## config.mk

```make
export PLATFORM = sky130hd
export DESIGN_NAME = mem_access_unit
export DESIGN_NICKNAME = d
export VERILOG_FILES = /design/src/rtl/mem_access_unit.sv
export SDC_FILE = /design/constraint.sdc
export NUM_CORES = 1
export LEC_CHECK = 0
export BUFFER_PORTS_ARGS = -buffer_cell sky130_fd_sc_hd__buf_4
export CELL_PAD_IN_SITES_DETAIL_PLACEMENT = 0
export CELL_PAD_IN_SITES_GLOBAL_PLACEMENT = 1
export CORE_MARGIN = 1.5
export CORE_UTILIZATION = 40
export CTS_CLUSTER_DIAMETER = 100
export DETAILED_ROUTE_END_ITERATION = 8
export GPL_TIMING_DRIVEN = 0
export HOLD_SLACK_MARGIN = 0.12
export PLACE_DENSITY = 0.95
export SETUP_SLACK_MARGIN = 0.3
export SLEW_MARGIN = 30
export SYNTH_ARGS = -nofsm -noshare
export SYNTH_HDL_FRONTEND = slang
export SYNTH_SLANG_ARGS = --single-unit
```

## constraint.sdc

```tcl
create_clock -name clk -period 3.75 [get_ports clk]
set_input_delay 0.75 -clock clk [delete_from_list [all_inputs] [get_ports clk]]
set_output_delay 0.75 -clock clk [all_outputs]
set_load 0.02 [all_outputs]
```

## src/rtl/mem_access_unit.sv

```systemverilog
// Load/store initiator for a word-only memory port: sub-word loads extract and extend, sub-word stores do read-modify-write.
// Optional MEM_ACCESS_ALIGN_CHECK_EN flags misaligned halfword/word requests with resp_err instead of accessing memory.
module mem_access_unit #(
  parameter int ADDR_W = 32
) (
  input  logic              clk,
  input  logic              reset,
  input  logic              req_valid,
  output logic              req_ready,
  input  logic              req_we,
  input  logic [1:0]        req_size,
  input  logic              req_signed,
  input  logic [ADDR_W-1:0] req_addr,
  input  logic [31:0]       req_wdata,
  output logic              resp_valid,
  output logic [31:0]       resp_rdata,
  output logic              resp_err,
  output logic [31:0]       Address,
  output logic [31:0]       Write_data,
  output logic              MemRead,
  output logic              MemWrite,
  input  logic [31:0]       Mem_data
);

  // state | meaning
  // IDLE  | waiting for a request, req_ready high
  // READ  | MemRead high, Mem_data captured at closing edge
  // WRITE | MemWrite high for one cycle
  // RESP  | resp_valid pulse
  typedef enum logic [1:0] {IDLE, READ, WRITE, RESP} state_t;

  state_t      state_q, state_d;
  logic [31:0] addr_q, addr_d;
  logic [31:0] wr_word_q, wr_word_d;
  logic [31:0] rdata_q, rdata_d;
  logic [15:0] wdata_q, wdata_d;
  logic [1:0]  off_q, off_d;
  logic [1:0]  size_q, size_d;
  logic        signed_q, signed_d;
  logic        we_q, we_d;
  logic        err_q, err_d;

  logic [31:0] addr_ext;
  logic        accept;
  logic        misaligned;

  assign addr_ext = 32'(req_addr);
  assign accept   = req_valid && (state_q == IDLE);

`ifdef MEM_ACCESS_ALIGN_CHECK_EN
  assign misaligned = ((req_size == 2'd1) && addr_ext[0]) ||
                      (req_size[1] && (addr_ext[1:0] != 2'b00));
`else
  assign misaligned = 1'b0;
`endif

  function automatic logic [31:0] extract(input logic [31:0] word, input logic [1:0] size,
                                          input logic [1:0] off, input logic sgn);
    logic [31:0] lane;
    logic [31:0] res;
    res = word;
    if (size == 2'd0) begin
      lane = word >> {off, 3'b000};
      res  = {{24{sgn & lane[7]}}, lane[7:0]};
    end else if (size == 2'd1) begin
      lane = word >> {off[1], 4'b0000};
      res  = {{16{sgn & lane[15]}}, lane[15:0]};
    end
    return res;
  endfunction

  function automatic logic [31:0] merge(input logic [31:0] word, input logic [15:0] wdata,
                                        input logic [1:0] size, input logic [1:0] off);
    logic [31:0] mask;
    logic [31:0] data;
    if (size == 2'd0) begin
      mask = 32'h0000_00ff << {off, 3'b000};
      data = {24'h0, wdata[7:0]} << {off, 3'b000};
    end else begin
      mask = 32'h0000_ffff << {off[1], 4'b0000};
      data = {16'h0, wdata} << {off[1], 4'b0000};
    end
    return (word & ~mask) | data;
  endfunction

  always_ff @(posedge clk or negedge reset) begin
    if (!reset) begin
      state_q   <= IDLE;
      addr_q    <= '0;
      wr_word_q <= '0;
      rdata_q   <= '0;
      wdata_q   <= '0;
      off_q     <= '0;
      size_q    <= '0;
      signed_q  <= 1'b0;
      we_q      <= 1'b0;
      err_q     <= 1'b0;
    end else begin
      state_q   <= state_d;
      addr_q    <= addr_d;
      wr_word_q <= wr_word_d;
      rdata_q   <= rdata_d;
      wdata_q   <= wdata_d;
      off_q     <= off_d;
      size_q    <= size_d;
      signed_q  <= signed_d;
      we_q      <= we_d;
      err_q     <= err_d;
    end
  end

  always_comb begin
    state_d = state_q;
    case (state_q)
      IDLE: begin
        if (accept) begin
          if (misaligned)                 state_d = RESP;
          else if (req_we && req_size[1]) state_d = WRITE;
          else                            state_d = READ;
        end
      end
      READ:    state_d = we_q ? WRITE : RESP;
      WRITE:   state_d = RESP;
      RESP:    state_d = IDLE;
      default: state_d = IDLE;
    endcase
  end

  // Request fields are captured once at acceptance; the bus word is built from them afterwards.
  always_comb begin
    addr_d    = addr_q;
    wr_word_d = wr_word_q;
    rdata_d   = rdata_q;
    wdata_d   = wdata_q;
    off_d     = off_q;
    size_d    = size_q;
    signed_d  = signed_q;
    we_d      = we_q;
    err_d     = err_q;
    if (accept) begin
      addr_d   = {addr_ext[31:2], 2'b00};
      off_d    = addr_ext[1:0];
      size_d   = req_size;
      signed_d = req_signed;
      we_d     = req_we;
      wdata_d  = req_wdata[15:0];
      rdata_d  = '0;
      err_d    = misaligned;
      if (req_we && req_size[1] && !misaligned) wr_word_d = req_wdata;
    end else if (state_q == READ) begin
      if (we_q) wr_word_d = merge(Mem_data, wdata_q, size_q, off_q);
      else      rdata_d   = extract(Mem_data, size_q, off_q, signed_q);
    end
  end

  always_comb begin
    req_ready  = (state_q == IDLE);
    MemRead    = (state_q == READ);
    MemWrite   = (state_q == WRITE);
    resp_valid = (state_q == RESP);
    resp_err   = err_q && (state_q == RESP);
    resp_rdata = rdata_q;
    Address    = addr_q;
    Write_data = wr_word_q;
  end

endmodule

```

==> metrics.md <==
| Metric | Value |
|---|---|
| PortBufs | 200 |
| Critical Path RT | 4.11 ns |
| Nets | 977 |
| Setup-failing EPs final | 0 |
| Setup WS post-layout | 1.386 ns |
| Max-slew violations | 0 |
| CP peak stage delay | 0.41 ns |
| Final ANT Viol Nets | 0 |
| Cts hold-fix bufs | 0 |
| Initial core utilization | 0.4095 |
| Top-level port count | 204 |
| Final weighted congestion in routability-driven placement | 0.9145 |
| Hold Crit Class | input port to async pin |
| RSZ-0062 raised after global routing | false |
| Most common cell after layout, fill and taps aside | buf_4 |
| Pre-Repair DR Iteration Count | 5 |
| Worst path slowest cell | dfrtp_1 |
| CP Capture Type | flop |
| Final instance area | 0.008292 sq mm |
| Synthesis-stage register bit count | 118 |
| Vias in the first global route | 5,599 |
| Slew @ Worst Pin | 0.7331 ns |
| Leak | 4.182 nW |
| Main synth FF type | dfrtp_1 |
| Synth warn | 0 |
| Number of flops mapped to enable cells by yosys | 0 |
| Placement-stage cell area | 0.007726 sq mm |
| CTS max path bufs | 2 |
| CTS H-Tree Depth | 4 |
| Slew margin rel. | 0.5090 |
| Layout area overhead | 39.31% |
| FILL cells | 1,348 |
| Largest fanout on the critical path | 10 |
| Cell area after synthesis | 0.005952 sq mm |
| # Post-CTS Setup Buffers | 0 |
| Root Buffer | clkbuf_16 |
| Avg Cell Area, Syn | 9.199 sq um |
| Distinct cells, synth | 51 |
| Core area | 0.01453 sq mm |
| CTS tree | done |
| Largest net degree at the start of global routing | 61 |
| Row count | 44 |
| Category of the most critical setup path | flop to flop |
| Reg area | 0.002953 sq mm |
| Sequence of cells on the critical path | inv_1 -> ha_1 -> nand2_1 -> buf_2 -> buf_2 -> clkbuf_1 -> buf_2 -> nand2_1 -> nand2_1 |
| Die W | 125.0 microns |
| Sum of buffers and inverters on the critical path | 5 |
| Crit-path leading delay family | buffers and inverters |
| Outcome | finished, final reports clean |
| Multi-input gate area | 0.002678 sq mm |
| Tcrit/Tclk final | 0.6305 |
| Post-synthesis cell type with the largest combined area | dfrtp_1 |
| Max cap viols | 0 |
| Most frequent cells in the layout | 207 x buf_4, 188 x nand2_1, 118 x dfrtp_1, 62 x o21ai_0, 29 x mux2i_1 |
| Num CTS Buffers | 17 |
| Fmax | 0.4229 GHz |
| Die Area | 0.01562 sq mm |
| WL/cell | 18.31 microns |
| CP arrival | 2.72 ns |
| Clock skew | 0.007720 ns |
| Layout cells sized above 1 | 0.3031 |
| DRT iter0 DRCs | 530 |
| Fin crit period | 2.365 ns |
| Fraction of registers with async set/reset | 1.000 |
| TritonCTS Sinks | 118 |
| Placed wire-length estimate | 14.74 mm |
| Ant. Diodes | 0 |
| Clock transition at path regs | 0.06 ns |
| Total congestion overflow | 0 |
| Total GRT Usage | 0.2511 |
| Via count | 5,865 |
| First-pass GRT wire length | 30.53 mm |
| Antenna violations before repair | 0 |
| Area share of the largest cell type after synthesis | 0.4961 |
| Setup slack at placement | 1.309 ns |
| Residual DRC | 0 |
| Drt via density | 5.507 |
| Crit start category | flop |
| Ranking of synthesized cells by area | dfrtp_1 50%, nand2_1 12%, o21ai_0 5.2% |
| Max VDD drop | 0.4024 mV |
| Pwr Density | 913.6 mW/mm^2 |
| Clock Latency Late Sink | 0.42 ns |
| Setup TNS | 0 ns |
| Post-synthesis sequential area ratio | 0.4961 |
| Total Wirelength | 19.50 mm |
| Syn Inst Count | 647 |
| PostCTS Resize Cnt | 0 |
| Final Hold Fails | 0 |
| DIE HEIGHT | 125.0 microns |
kinds of logic after synthesis:
| kind of cell | Yosys count | synth area share |
|---|---|---|
| AOI/OAI and AO/OA | 172 | 0.1970 |
| and+or+nand+nor | 254 | 0.1871 |
| adders and majority gates | 5 | 0.01051 |
| muxes | 31 | 0.05340 |
| buffers and inverters | 66 | 0.05529 |
| other | 1 | 0.0006300 |
| DFF | 118 | 0.4961 |
cell type report:
cell class	instances	share of cell area
Inverter	12	0.005432
Buffer	54	0.03425
Timing Repair Buffer	201	0.1853
Sequential cell	118	0.3561
Tap cell	184	0.02777
Clock inverter	10	0.01268
Multi-Input combinational cell	465	0.3229
Clock buffer	21	0.05553
Yosys cell counts (all sizes together), types with 2 or more instances:
cell / instances
a22o: 7
mux2i: 31
a31oi: 9
nor2b: 2
o211ai: 4
o2bb2ai: 7
dfrtp: 118
or4b: 7
nor3: 2
clkbuf: 18
ha: 5
o21ai: 65
nand3: 2
nand2b: 5
o22ai: 8
buf: 36
a21oi: 19
and3: 2
a221o: 16
or2: 2
inv: 11
nor2: 21
a221oi: 14
nand2: 188
a32o: 8
or3: 17
and2: 2
a211o: 8
registers in the layout, indices dropped and copies added (netlist names):
register	count
we_q	1
Address	30
state_q	2
size_q	2
wdata_q	16
resp_rdata	32
Write_data	32
off_q	2
signed_q	1
worst register-to-register path, delay by kind of cell, from the launching register on:
kind / cells / cell delay (ns)
DFF: 1 / 0.41
and+or+nand+nor: 3 / 0.30
buffers and inverters: 5 / 1.37
adders and majority gates: 1 / 0.22
where the power goes:
| part | switching (mW) | total (mW) | internal (mW) | leakage [nW] |
|---|---|---|---|---|
| clock network | 0.574 | 1.57 | 0.999 | 0.278 |
| logic | 2.23 | 3.78 | 1.55 | 2.45 |
| registers | 0.391 | 2.22 | 1.83 | 1.46 |
metrics by stage:
| stage | hold WS, ns | cells | util | power [mW] |
|---|---|---|---|---|
| 2_1_floorplan | 0.4432 | 649 | - | 4.502 |
| 3_3_place_gp | 0.4590 | 1033 | 0.5292 | 5.935 |
| 3_5_place_dp | 0.4633 | 1034 | 0.5316 | 5.994 |
| 4_1_cts | 0.2716 | 1065 | 0.5705 | 7.585 |
| 5_1_grt | 0.2876 | 1065 | 0.5705 | 8.035 |
| 6_report | 0.2554 | 1065 | 0.5705 | 7.575 |
metal layers:
| metal | vias to the layer above | track usage | share of wire |
|---|---|---|---|
| li1 | 2733 | - | - |
| met4 | 0 | 0.08289 | 0.024 |
| met2 | 313 | 0.3867 | 0.46 |
| met1 | 2782 | 0.3395 | 0.42 |
| met5 | - | 0 | 0 |
| met3 | 37 | 0.07702 | 0.092 |
worst paths after layout:
kind | slack [ns] | depth (start not counted) | end | from
min | 0.26 | 1 | resp_rdata[22] | reset
max in group asynchronous | 2.84 | 2 | Address[8] | reset
max | 1.39 | 9 | wdata_q[5] | state_q[1]
max reg2reg | 1.39 | 9 | wdata_q[5] | state_q[1]
min in group clk | 0.47 | 2 | Address[5] | Address[5]
min reg2reg | 0.47 | 2 | Address[5] | Address[5]
Note: power is estimated with default switching activity, not from simulation.
